**src/rtl/operand_pkg.sv**
```systemverilog
// Shared definitions for the operand loader: FSM state encoding, operand width
// and the default key debounce length.
package operand_pkg;

  localparam int DATA_W             = 8;
  localparam int DEB_CYCLES_DEFAULT = 16;

  typedef enum logic [1:0] {
    EMPTY  = 2'd0,
    HAVE_A = 2'd1,
    READY  = 2'd2
  } loadState_e;

endpackage

```
**src/rtl/key_debounce.sv**
```systemverilog
// Active-low push-button conditioner: 2-flop synchronizer, stability counter
// and a single-cycle press pulse on each accepted high-to-low change.
module key_debounce
  import operand_pkg::*;
#(
  parameter int DEB_CYCLES = DEB_CYCLES_DEFAULT
) (
  input  logic clk,
  input  logic resetN,
  input  logic keyN,
  output logic pressPulse
);

  // cntR holds (consecutive equal samples - 1); a level is accepted when the
  // current sample makes the run DEB_CYCLES long.
  localparam logic [15:0] ACCEPT_CNT = 16'(DEB_CYCLES - 2);
  localparam logic [15:0] SAT_CNT    = 16'(DEB_CYCLES - 1);

  logic        sync1R;
  logic        sync2R;
  logic        lastR;
  logic        debR;
  logic        armedR;
  logic        pulseR;
  logic [1:0]  startR;
  logic [15:0] cntR;

  // Synchronizer, stability counter, debounced level and registered press pulse.
  // The first two samples after reset are reset values, not the pin, so they
  // are not counted. armedR stays low until a released level has been
  // accepted, so a key held through reset cannot fire.
  always_ff @(posedge clk or negedge resetN) begin
    if (!resetN) begin
      sync1R <= 1'b1;
      sync2R <= 1'b1;
      lastR  <= 1'b1;
      debR   <= 1'b1;
      armedR <= 1'b0;
      pulseR <= 1'b0;
      startR <= 2'b00;
      cntR   <= 16'd0;
    end else begin
      sync1R <= keyN;
      sync2R <= sync1R;
      startR <= {startR[0], 1'b1};
      if (!startR[1]) begin
        cntR   <= 16'd0;
        lastR  <= sync2R;
        pulseR <= 1'b0;
      end else if (sync2R != lastR) begin
        cntR   <= 16'd0;
        lastR  <= sync2R;
        pulseR <= 1'b0;
      end else if (cntR == ACCEPT_CNT) begin
        cntR   <= SAT_CNT;
        debR   <= sync2R;
        armedR <= armedR | sync2R;
        pulseR <= armedR & debR & ~sync2R;
      end else begin
        if (cntR < SAT_CNT) begin
          cntR <= cntR + 16'd1;
        end else begin
          cntR <= SAT_CNT;
        end
        pulseR <= 1'b0;
      end
    end
  end

  assign pressPulse = pulseR;

endmodule

```
**src/rtl/operand_loader.sv**
```systemverilog
// Collects two operands from a switch bank, one per debounced KeyLoad press,
// for the comparator stage; KeyClr empties both operands.
module operand_loader
  import operand_pkg::*;
#(
  parameter int DEB_CYCLES = DEB_CYCLES_DEFAULT
) (
  input  logic              CLK,
  input  logic              RESETN,
  input  logic [DATA_W-1:0] SwIn,
  input  logic              KeyLoad,
  input  logic              KeyClr,
  output logic [DATA_W-1:0] DataA,
  output logic [DATA_W-1:0] DataB,
  output logic              Valid,
  output logic [1:0]        StateOut
);

  logic [DATA_W-1:0] swSync1R;
  logic [DATA_W-1:0] swSync2R;
  logic              loadPulse;
  logic              clrPulse;
  loadState_e        stateR;
  logic [DATA_W-1:0] dataAR;
  logic [DATA_W-1:0] dataBR;
  logic              validR;

  key_debounce #(.DEB_CYCLES(DEB_CYCLES)) uLoadKey (
    .clk       (CLK),
    .resetN    (RESETN),
    .keyN      (KeyLoad),
    .pressPulse(loadPulse)
  );

  key_debounce #(.DEB_CYCLES(DEB_CYCLES)) uClrKey (
    .clk       (CLK),
    .resetN    (RESETN),
    .keyN      (KeyClr),
    .pressPulse(clrPulse)
  );

  // Two-flop synchronizer for the switch bank.
  always_ff @(posedge CLK or negedge RESETN) begin
    if (!RESETN) begin
      swSync1R <= {DATA_W{1'b1}};
      swSync2R <= {DATA_W{1'b1}};
    end else begin
      swSync1R <= SwIn;
      swSync2R <= swSync1R;
    end
  end

  // Operand FSM; clear takes priority over a load landing in the same cycle.
  always_ff @(posedge CLK or negedge RESETN) begin
    if (!RESETN) begin
      stateR <= EMPTY;
      dataAR <= {DATA_W{1'b0}};
      dataBR <= {DATA_W{1'b0}};
      validR <= 1'b0;
    end else if (clrPulse) begin
      stateR <= EMPTY;
      dataAR <= {DATA_W{1'b0}};
      dataBR <= {DATA_W{1'b0}};
      validR <= 1'b0;
    end else if (loadPulse) begin
      case (stateR)
        EMPTY: begin
          stateR <= HAVE_A;
          dataAR <= swSync2R;
          dataBR <= dataBR;
          validR <= 1'b0;
        end
        HAVE_A: begin
          stateR <= READY;
          dataAR <= dataAR;
          dataBR <= swSync2R;
          validR <= 1'b1;
        end
        READY: begin
          stateR <= HAVE_A;
          dataAR <= swSync2R;
          dataBR <= {DATA_W{1'b0}};
          validR <= 1'b0;
        end
        default: begin
          stateR <= EMPTY;
          dataAR <= {DATA_W{1'b0}};
          dataBR <= {DATA_W{1'b0}};
          validR <= 1'b0;
        end
      endcase
    end else begin
      case (stateR)
        EMPTY, HAVE_A, READY: begin
          stateR <= stateR;
          dataAR <= dataAR;
          dataBR <= dataBR;
          validR <= validR;
        end
        default: begin
          stateR <= EMPTY;
          dataAR <= {DATA_W{1'b0}};
          dataBR <= {DATA_W{1'b0}};
          validR <= 1'b0;
        end
      endcase
    end
  end

  assign DataA    = dataAR;
  assign DataB    = dataBR;
  assign Valid    = validR;
  assign StateOut = stateR;

endmodule

```
**config.mk**
```make
export PLATFORM = sky130hd
export DESIGN_NAME = operand_loader
export DESIGN_NICKNAME = d
export VERILOG_FILES = /design/src/rtl/operand_pkg.sv /design/src/rtl/key_debounce.sv /design/src/rtl/operand_loader.sv
export SDC_FILE = /design/constraint.sdc
export NUM_CORES = 1
export LEC_CHECK = 0
export CAP_MARGIN = 20
export CORE_MARGIN = 2
export CORE_UTILIZATION = 58
export CTS_CLUSTER_DIAMETER = 60
export DETAILED_ROUTE_END_ITERATION = 16
export GPL_TIMING_DRIVEN = 0
export MAX_ROUTING_LAYER = met4
export PLACE_DENSITY = 0.82
export SLEW_MARGIN = 5
export SYNTH_ARGS = -nofsm -noshare
export SYNTH_HDL_FRONTEND = slang
export SYNTH_SLANG_ARGS = --single-unit
export TNS_END_PERCENT = 1
```
**constraint.sdc**
```tcl
create_clock -name CLK -period 4.05 [get_ports CLK]
set_clock_uncertainty 0.2 [all_clocks]
set_input_delay 0.405 -clock CLK [delete_from_list [all_inputs] [get_ports CLK]]
set_output_delay 0.405 -clock CLK [all_outputs]
set_load 0.02 [all_outputs]
```
==> results of run 1 <==
kinds of logic after synthesis:
kind of cell / share of synthesized area, %
buf+inv: 1.69
compound gates: 8.28
simple gates: 10.6
fa+ha+maj: 1.83
flops: 75.2
other cells: 0.275
mux: 0.824
xor+xnor: 1.28
layout make-up:
cell class / count / area [sq um]
tap: 52 / 65.1
clock buffer: 13 / 139
clock inverter: 3 / 43.8
timing repair buffer: 32 / 335
buffer: 7 / 31.3
fill: 300 / 1040
multi-input combinational: 116 / 717
sequential: 81 / 2060
inverter: 4 / 15.0
placed cells by master, fill, tap and decap left out, types with 2 or more instances in the layout:
master	count
ha_1	4
a22oi_1	16
nand3_1	6
a31oi_1	2
nand2_1	2
dfrtp_1	57
conb_1	25
a21oi_1	9
a21o_2	2
nor4_2	6
clkdlybuf4s50_1	29
xor2_1	2
o21ai_0	2
nand3b_1	2
buf_4	2
and4b_1	2
or2_2	2
dfstp_2	24
mux2_1	2
nor2_1	21
xnor2_1	2
clkbuf_1	9
nor3_2	2
clkbuf_8	9
nor3b_1	2
inv_1	4
sequential cells by signal, indices dropped and copies added, names as in the netlist:
name,flops
DataA,8
DataB,8
StateOut,2
Valid,1
swSync1R,8
swSync2R,8
uClrKey.armedR,1
uClrKey.cntR,16
uClrKey.debR,1
uClrKey.lastR,1
uClrKey.pressPulse,1
uClrKey.startR,2
uClrKey.sync1R,1
uClrKey.sync2R,1
uLoadKey.armedR,1
uLoadKey.cntR,16
uLoadKey.debR,1
uLoadKey.lastR,1
uLoadKey.pressPulse,1
uLoadKey.sync1R,1
uLoadKey.sync2R,1
worst min path at each step:
stage,from,end,depth (start not counted)
detailed placement,RESETN,DataA[3],1
global placement,uClrKey.startR[0],uClrKey.startR[1],0
global route,swSync1R[3],swSync2R[3],0
CTS,swSync1R[7],swSync2R[7],0
finish,swSync1R[4],swSync2R[4],0
floorplan,RESETN,DataA[0],0
metal layers:
metal  up-vias  wire length (um)  share of wire [%]
met5         -                 0                  0
met4         0                72                1.6
met3         7               177                4.0
li1        745                 -                  -
met2        41              2340                 53
met1       823              1800                 41
cells in the mapped netlist (4+ instances only):
| master | count |
|---|---|
| clkbuf_1 | 5 |
| ha_1 | 4 |
| a22oi_1 | 16 |
| nor4_2 | 6 |
| nor2_1 | 21 |
| nand3_1 | 6 |
| dfrtp_1 | 57 |
| inv_1 | 4 |
| dfstp_2 | 24 |
| a21oi_1 | 9 |
per-stage QoR:
stage                     TNS, ns  setup slack (ns)
after floorplan                 0              2.44
after global placement     -11.90            -0.214
after detailed placement        0              2.32
after CTS                       0              1.99
after global routing            0              1.93
final                           0              2.00
power groups by stage:
| stage | Clock (mW) | Sequential [mW] | Combinational (mW) |
|---|---|---|---|
| floorplan | 0 | 0.877 | 0.0189 |
| global placement | 0 | 0.880 | 0.0460 |
| detailed placement | 0 | 0.882 | 0.0509 |
| finish | 0.539 | 0.868 | 0.0515 |
| CTS | 0.557 | 0.867 | 0.0521 |
| global route | 0.594 | 0.871 | 0.0600 |
==> reports/results.txt, run 1 <==
Outcome -> completed
Slowest-stage cell, CP -> clkdlybuf4s50_1
Synth area leader -> dfrtp_1
Gr ovfl total -> 0
CP endpoint kind -> output port
Core Footprint -> 4440 sq um
Layout cells sized above 1 -> 20.7%
DRT Pass-1 Iters -> 4
Crit path arrival time -> 1.45 ns
R2r setup slk -> 2.33 ns
Synth top area share -> 52.2%
Flop pwr share -> 59.5%
Tcrit/Tclk final -> 50.7%
Vias in the first global route -> 1,636
Comb pwr share -> 3.5%
Yosys Warn Count -> 0
Fmax -> 487 MHz
Starting DRT DRC Count -> 147
Nets@finish -> 267
DP HPWL -> 2.86 mm
Critical path's top delay family -> buffers and inverters
Port bufs -> 30
Total CTS buffers -> 9
Stages on worst setup path -> 1
Syn_area_per_cell -> 14.8 sq um
P_int -> 1.16 mW
Tmin final -> 2.05 ns
Worst path max stage delay -> 0.65 ns
Area Overhead vs Synth -> 24.5%
Post-detailed-routing wire length -> 4.39 mm
Slew Limit Headroom -> 60.0%
Vias -> 1,616
Most Crowded Layer GR -> met2
FF-to-FF Start -> uClrKey.sync2R
Pwr per Cell Area -> 429 nW/um^2
VDD IR-drop max -> 0.336 mV
Crit path max fanout -> 7
GP Congestion -> 0.783
Die Wd -> 72.7 um
Final setup violation count -> 0
Largest net degree at the start of global routing -> 55
Leakage -> 1.57 nW
DRC viols -> 0
Pwr Total -> 1.46 mW
Total clock sinks -> 81
Initial Utilization -> 61.5%
# H-tree levels -> 3
CTS clk-pin slew, worst paths -> 0.07 ns
Worst skew pair latency -> 0.33 ns
Post-CTS Resized -> 0
Syn Std Cell Area -> 2730 sq um
Crit Path Class -> reg2out
Net Sw Power -> 0.301 mW
Dpl cell area -> 3210 sq um
Chip height -> 72.7 um
Post-layout util -> 76.6%
First-pass GRT wire length -> 7.42 mm
R2R depth -> 4
Clk root buf -> clkbuf_8
EDFF count, synth -> 0
Io pins -> 31
Row cnt -> 24
Total setup buffers inserted after CTS -> 0
ANT cells -> 0
Placed cell count -> 291
Netlist cell types -> 30
Unrepaired setup endpoints after global routing -> false
Fin. max-slew vios -> 0
Worst min-delay path class -> reg2reg
Clock Tree Buf Depth -> 2
Number of routed nets with antenna violations -> 0
Worst setup path end -> StateOut[1]
Total GRT Usage -> 20.1%
CTS tree -> yes
Post-Layout Cell Count -> 308
Part of the power in the clock network -> 37.0%
Most used flip-flop cell after synthesis -> dfrtp_1
Via density per instance -> 5.25
Crit path launch -> StateOut[1]
Endpoints failing hold -> 0
M2 GR Usage -> 32.7%
Max cap viols -> 0
Async set-reset flop share out of synthesis -> 100%
#FFs+latches synth -> 81
Final Instance Area -> 3400 sq um
Critical Path RT -> 3.44 ns
Tightest Pin Transition -> 0.596 ns
Cts hold-fix bufs -> 1
GR Layer Usage met1 -> 23.3%
WP buf/inv -> 1
WL/cell -> 14.3 um
Initial antenna violation count -> 0
Net Sw Frac -> 20.7%
Reg2reg end -> uClrKey.debR
Cells after Synth -> 185
Die area -> 5280 sq um
Hold slack -> 0.152 ns
Main area contributors after synthesis -> dfrtp_1 52%, dfstp_2 23%, a22oi_1 4.4%
Register area share after synthesis -> 75.2%
Met3 Track Usage GR -> 4.56%
Crit path cell chain -> clkdlybuf4s50_1
Critical Path Start Type -> register
(Power assumes the default switching activity.)
==> inputs of run 2 (changes only) <==
CORE_UTILIZATION = 49   (was 58)
PLACE_DENSITY = 0.74   (was 0.82)
clock period = 1.83 ns   (was 4.05 ns; I/O delays follow)
==> run 2 against run 1 <==
Net effect: die area rose by 17%; largest cell class unchanged; critical path depth rose by 3; combinational power rose by 120%; count of clock-buffer cells in the layout unchanged; routed wire length down 9.3%.
==> reports/results.txt, run 2 (synthesized netlist as in run 1, its figures left out) <==
Crit Path Class -> reg2reg (was reg2out)
Total clock sinks -> 81 (unchanged)
TNS Setup -> 0 ns (unchanged)
ANT cells -> 0 (unchanged)
Post-layout util -> 63.2% (was 76.6%)
Chip height -> 78.7 um (was 72.7 um)
Vias -> 1,547 (was 1,616)
Tcrit/Tclk final -> 93.7%
Clk root buf -> clkbuf_8 (unchanged)
CP endpoint kind -> register (was output port)
Clock Tree Buf Depth -> 2 (unchanged)
FF-to-FF Start -> uClrKey.sync2R (unchanged)
Total CTS buffers -> 9 (unchanged)
Final setup violation count -> 0 (unchanged)
CTS clk-pin slew, worst paths -> 0.07 ns (about the same)
Crit path launch -> uClrKey.sync2R (was StateOut[1])
Io pins -> 31 (unchanged)
Worst path max stage delay -> 0.57 ns (was 0.65 ns)
Layout cells sized above 1 -> 21.8% (was 20.7%)
Area Overhead vs Synth -> 25.8% (was 24.5%)
Commonest cells after routing, fill and taps aside -> 57 x dfrtp_1, 28 x clkdlybuf4s50_1, 25 x conb_1 (was 57 x dfrtp_1, 29 x clkdlybuf4s50_1, 25 x conb_1)
WP buf/inv -> 0 (was 1)
Endpoints failing hold -> 0 (unchanged)
DP HPWL -> 2.61 mm (was 2.86 mm)
Port bufs -> 30 (unchanged)
Critical path's top delay family -> flip-flops (was buffers and inverters)
WL/cell -> 12.1 um (was 14.3 um)
Hold slack -> 0.0515 ns (was 0.152 ns)
First-pass GRT wire length -> 7.09 mm (was 7.42 mm)
Most common cell after layout, fill and taps aside -> dfrtp_1 (unchanged)
Layout filler cell count -> 425 (was 300)
Fmax -> 583 MHz
DRT Pass-1 Iters -> 4 (unchanged)
Tmin final -> 1.72 ns
Critical Path RT -> 1.89 ns (was 3.44 ns)
Max cap viols -> 0 (unchanged)
Nets@finish -> 268 (was 267)
Slew Limit Headroom -> 58.2% (was 60.0%)
Total setup buffers inserted after CTS -> 0 (unchanged)
Total GRT Usage -> 15.5% (was 20.1%)
Reg2reg end -> uClrKey.debR (unchanged)
Pwr per Cell Area -> 930 nW/um^2 (was 429 nW/um^2)
Via density per instance -> 4.70 (was 5.25)
Vias in the first global route -> 1,581 (was 1,636)
Critical Path Start Type -> register (unchanged)
Crit path cell chain -> xnor2_1 > nand2_1 > nor3_2 > mux2_1 (was clkdlybuf4s50_1)
Fin. max-slew vios -> 0 (unchanged)
Number of routed nets with antenna violations -> 0 (unchanged)
Biggest regs -> uClrKey.cntR x16, uLoadKey.cntR x16 (unchanged)
Tightest Pin Transition -> 0.622 ns (was 0.596 ns)
Slowest-stage cell, CP -> dfstp_2 (was clkdlybuf4s50_1)
Initial Utilization -> 50.3% (was 61.5%)
# H-tree levels -> 3 (unchanged)
Post-detailed-routing wire length -> 3.98 mm (was 4.39 mm)
Worst min-delay path class -> in2reg (was reg2reg)
Starting DRT DRC Count -> 105 (was 147)
DRC viols -> 0 (unchanged)
Die area -> 6190 sq um (was 5280 sq um)
Worst setup path end -> uClrKey.debR (was StateOut[1])
Initial antenna violation count -> 0 (unchanged)
Row cnt -> 27 (was 24)
GP Congestion -> 0.733 (was 0.783)
Crit path arrival time -> 1.77 ns (was 1.45 ns)
Largest net degree at the start of global routing -> 75 (was 55)
R2R depth -> 4 (unchanged)
Leakage -> 1.58 nW (was 1.57 nW)
Crit path max fanout -> 5 (was 7)
Setup Slack @ Placement -> 0.106 ns (was 2.32 ns)
Outcome -> completed (unchanged)
Die Wd -> 78.7 um (was 72.7 um)
Gr ovfl total -> 0 (unchanged)
CTS tree -> yes (unchanged)
R2r setup slk -> 0.11 ns (was 2.33 ns)
Hold path start -> KeyLoad (was swSync1R[4])
Unrepaired setup endpoints after global routing -> false (unchanged)
Core Footprint -> 5440 sq um (was 4440 sq um)
VDD IR-drop max -> 0.610 mV (was 0.336 mV)
Stages on worst setup path -> 4 (was 1)
Worst skew pair latency -> 0.33 ns (about the same)
Crit path setup slack, layout -> 0.115 ns (was 2.00 ns)
==> run 2: cell types whose count changed in the layout (fill, tap and decap cells not counted) <==
| cell | previous run | this run |
|---|---|---|
| clkbuf_1 | 9 | 6 |
| clkinv_2 | 1 | 3 |
| dlygate4sd3_1 | 1 | 2 |
| dlygate4sd2_1 | 0 | 1 |
| clkinv_4 | 1 | 0 |
| clkdlybuf4s50_1 | 29 | 28 |
| clkbuf_8 | 9 | 12 |
| bufinv_16 | 1 | 0 |
==> run 2: per-layer routing <==
| layer | global-route usage (%) | routed length [um] |
|---|---|---|
| met5 | - | 0 |
| met4 | 8.95 | 62 |
| met3 | 3.41 | 159 |
| met2 | 23.2 | 1940 |
| met1 | 19.7 | 1820 |
==> run 2: worst register-to-register path, delay by kind of cell, from the launching register on <==
kind | cells | cell delay (ns)
xor gates and xnor gates | 1 | 0.12
DFF | 1 | 0.57
muxes | 1 | 0.34
and+or+nand+nor | 2 | 0.42
==> run 2: power by group <==
| part | internal, mW | switching, mW |
|---|---|---|
| Combinational | 0.0521 | 0.0625 |
| Clock | 0.598 | 0.569 |
| Sequential | 1.88 | 0.0395 |
==> run 2: worst min-delay path by stage <==
stage / slack (ns) / endpoint / cells past startpoint
finish: 0.05 / uLoadKey.sync1R / 1
global route: 0.03 / swSync1R[3] / 1
CTS: 0.03 / swSync1R[1] / 1
detailed placement: -0.18 / DataA[5] / 1
global placement: 0.13 / uClrKey.startR[1] / 0
floorplan: -0.31 / DataA[0] / 0
==> run 2: area by class of cell <==
type | count | area [sq um] | area share, %
buffer | 7 | 31.3 | 0.910
clock buffer | 13 | 169 | 4.91
clock inverter | 3 | 15.0 | 0.437
inverter | 4 | 15.0 | 0.437
multi-input combinational | 116 | 717 | 20.9
sequential | 81 | 2060 | 59.8
tap | 72 | 90.1 | 2.62
timing repair buffer | 33 | 344 | 10.0
==> run 2: metrics by stage <==
stage | instance area, sq um | cells | power, mW
2_1_floorplan | 2820 | 208 | 1.98
3_3_place_gp | 3210 | 310 | 2.05
3_5_place_dp | 3240 | 311 | 2.06
4_1_cts | 3440 | 329 | 3.24
5_1_grt | 3440 | 329 | 3.36
6_report | 3440 | 329 | 3.20
==> run 2: repair_timing <==
item,in CTS,in global routing
endpoints found under the setup margin,1,0
endpoints found under the hold margin,61,0
resized for setup,1,0
hold buffers,2,0
==> inputs of run 3 (changes only) <==
SETUP_SLACK_MARGIN = 0.5   (was unset)
==> run 3 against run 2 <==
Net effect: die area did not move; power fell by 1.4%; sequential power barely moved; fmax rose by 1.9%; first-iteration DRC count rose by 17%; via count rose by 3.2%; non-clock buffer count rose by 4; routed wire length rose by 6.1%.
==> reports/results.txt, run 3 (synthesized netlist as in run 1, its figures left out) <==
Clk root buf -> clkbuf_8 (unchanged)
Core Footprint -> 5440 sq um (unchanged)
Placed cell count -> 311 (unchanged)
CP endpoint kind -> output port (was register)
CTS clk-pin slew, worst paths -> 0.07 ns (about the same)
Crit path setup slack, layout -> 0.147 ns (was 0.115 ns)
Dpl cell area -> 3240 sq um (unchanged)
Crit Path Class -> reg2out (was reg2reg)
Crit path max fanout -> 2 (was 5)
Hold slack -> 0.0525 ns (was 0.0515 ns)
Tcrit/Tclk final -> 92.0% (was 93.7%)
Slowest-stage cell, CP -> clkdlybuf4s50_1 (was dfstp_2)
Endpoints failing hold -> 0 (unchanged)
Most common cell after layout, fill and taps aside -> dfrtp_1 (unchanged)
Initial Utilization -> 50.3% (unchanged)
ANT cells -> 0 (unchanged)
Final Instance Area -> 3470 sq um (was 3440 sq um)
Part of the power in the clock network -> 35.5% (was 36.5%)
Max cap viols -> 0 (unchanged)
Critical Path RT -> 1.45 ns (was 1.89 ns)
Vias in the first global route -> 1,548 (was 1,581)
Setup Slack @ Placement -> 0.108 ns (was 0.106 ns)
TNS Setup -> 0 ns (unchanged)
Total clock sinks -> 81 (unchanged)
Worst min-delay path class -> in2reg (unchanged)
Biggest regs -> uClrKey.cntR x16, uLoadKey.cntR x16 (unchanged)
GP Congestion -> 0.801 (was 0.733)
Worst path max stage delay -> 0.60 ns (was 0.57 ns)
CTS tree -> yes (unchanged)
Initial antenna violation count -> 0 (unchanged)
Fmax -> 594 MHz (was 583 MHz)
Gr ovfl total -> 0 (unchanged)
Crit path cell chain -> clkdlybuf4s50_1 (was xnor2_1 > nand2_1 > nor3_2 > mux2_1)
Post-detailed-routing wire length -> 4.23 mm (was 3.98 mm)
Outcome -> completed (unchanged)
DP HPWL -> 2.62 mm (was 2.61 mm)
Net Sw Frac -> 21.2% (was 21.0%)
VDD IR-drop max -> 0.522 mV (was 0.610 mV)
DRT Pass-1 Iters -> 5 (was 4)
WL/cell -> 12.7 um (was 12.1 um)
Tmin final -> 1.68 ns (was 1.72 ns)
Comb pwr share -> 3.7% (was 3.6%)
Pwr Total -> 3.15 mW (was 3.20 mW)
Starting DRT DRC Count -> 123 (was 105)
Nets@finish -> 272 (was 268)
Post-Layout Cell Count -> 332 (was 329)
Crit path arrival time -> 1.30 ns (was 1.77 ns)
Pwr per Cell Area -> 909 nW/um^2 (was 930 nW/um^2)
Row cnt -> 27 (unchanged)
Die area -> 6190 sq um (unchanged)
Vias -> 1,597 (was 1,547)
# H-tree levels -> 3 (unchanged)
Total CTS buffers -> 9 (unchanged)
DRC viols -> 0 (unchanged)
Via density per instance -> 4.81 (was 4.70)
Fin. max-slew vios -> 0 (unchanged)
Leakage -> 1.63 nW (was 1.58 nW)
Sequential cell area -> 2060 sq um (unchanged)
Largest net degree at the start of global routing -> 75 (unchanged)
Chip height -> 78.7 um (unchanged)
P_int -> 2.48 mW (was 2.53 mW)
Multi-input gate area -> 741 sq um (was 717 sq um)
Flop pwr share -> 60.8% (was 59.9%)
Total GRT Usage -> 16.1% (was 15.5%)
Post-layout util -> 63.8% (was 63.2%)
Critical Path Start Type -> register (unchanged)
Io pins -> 31 (unchanged)
WP buf/inv -> 1 (was 0)
Layout filler cell count -> 425 (unchanged)
Clock Tree Buf Depth -> 2 (unchanged)
Net Sw Power -> 0.670 mW (was 0.671 mW)
Die Wd -> 78.7 um (unchanged)
Commonest cells after routing, fill and taps aside -> 57 x dfrtp_1, 25 x conb_1, 24 x dfstp_2 (was 57 x dfrtp_1, 28 x clkdlybuf4s50_1, 25 x conb_1)
Layout cells sized above 1 -> 23.8% (was 21.8%)
Critical path's top delay family -> buffers and inverters (was flip-flops)
Number of routed nets with antenna violations -> 0 (unchanged)
First-pass GRT wire length -> 7.15 mm (was 7.09 mm)
Unrepaired setup endpoints after global routing -> true (was false)
Worst skew pair latency -> 0.33 ns (about the same)
Area Overhead vs Synth -> 27.0% (was 25.8%)
Port bufs -> 30 (unchanged)
Final setup violation count -> 0 (unchanged)
run 3: layout make-up:
cell class | count | area share, %
tap | 72 | 2.59
timing repair buffer | 37 | 10.5
multi-input combinational | 116 | 21.3
clock buffer | 12 | 4.47
inverter | 4 | 0.432
clock inverter | 3 | 0.505
buffer | 7 | 0.901
sequential | 81 | 59.2
run 3: path summary, 6_finish.rpt:
| check | to | start | cells past startpoint | slack (ns) |
|---|---|---|---|---|
| min | swSync1R[7] | SwIn[7] | 1 | 0.05 |
| max reg2reg | uLoadKey.debR | uLoadKey.sync2R | 4 | 0.18 |
| max in group asynchronous | DataB[6] | RESETN | 3 | 0.64 |
| min in group asynchronous | swSync2R[6] | RESETN | 2 | 0.20 |
| min reg2reg | uClrKey.startR[1] | uClrKey.startR[0] | 0 | 0.15 |
| max | DataB[5] | DataB[5] | 1 | 0.15 |
run 3: routing by layer:
| metal | GRT usage (%) | vias to the layer above | share of wire [%] |
|---|---|---|---|
| li1 | - | 758 | - |
| met1 | 19.5 | 784 | 44 |
| met2 | 24.9 | 51 | 50 |
| met3 | 5.45 | 4 | 5.5 |
| met4 | 6.84 | 0 | 0.73 |
| met5 | - | - | 0 |
run 3: worst reg2reg max path, delay by kind of cell (launching register included):
family	cells	cell delay, ns
DFF	1	0.57
and+or+nand+nor	2	0.36
muxes	1	0.34
xor gates and xnor gates	1	0.12
run 3: power by group through the flow:
stage / clock (mW) / combinational (mW) / sequential [mW]
final: 1.12 / 0.116 / 1.92
after global routing: 1.25 / 0.135 / 1.93
after detailed placement: 0 / 0.113 / 1.95
after global placement: 0 / 0.103 / 1.95
after floorplan: 0 / 0.0418 / 1.94
after CTS: 1.16 / 0.117 / 1.92
run 3: what timing repair did:
item	CTS	global route
pin swaps	5	2
resized for setup	9	3
setup buffers	3	1
hold buffers	2	0
hold endpoints to repair	61	0
endpoints found under the setup margin	50	52
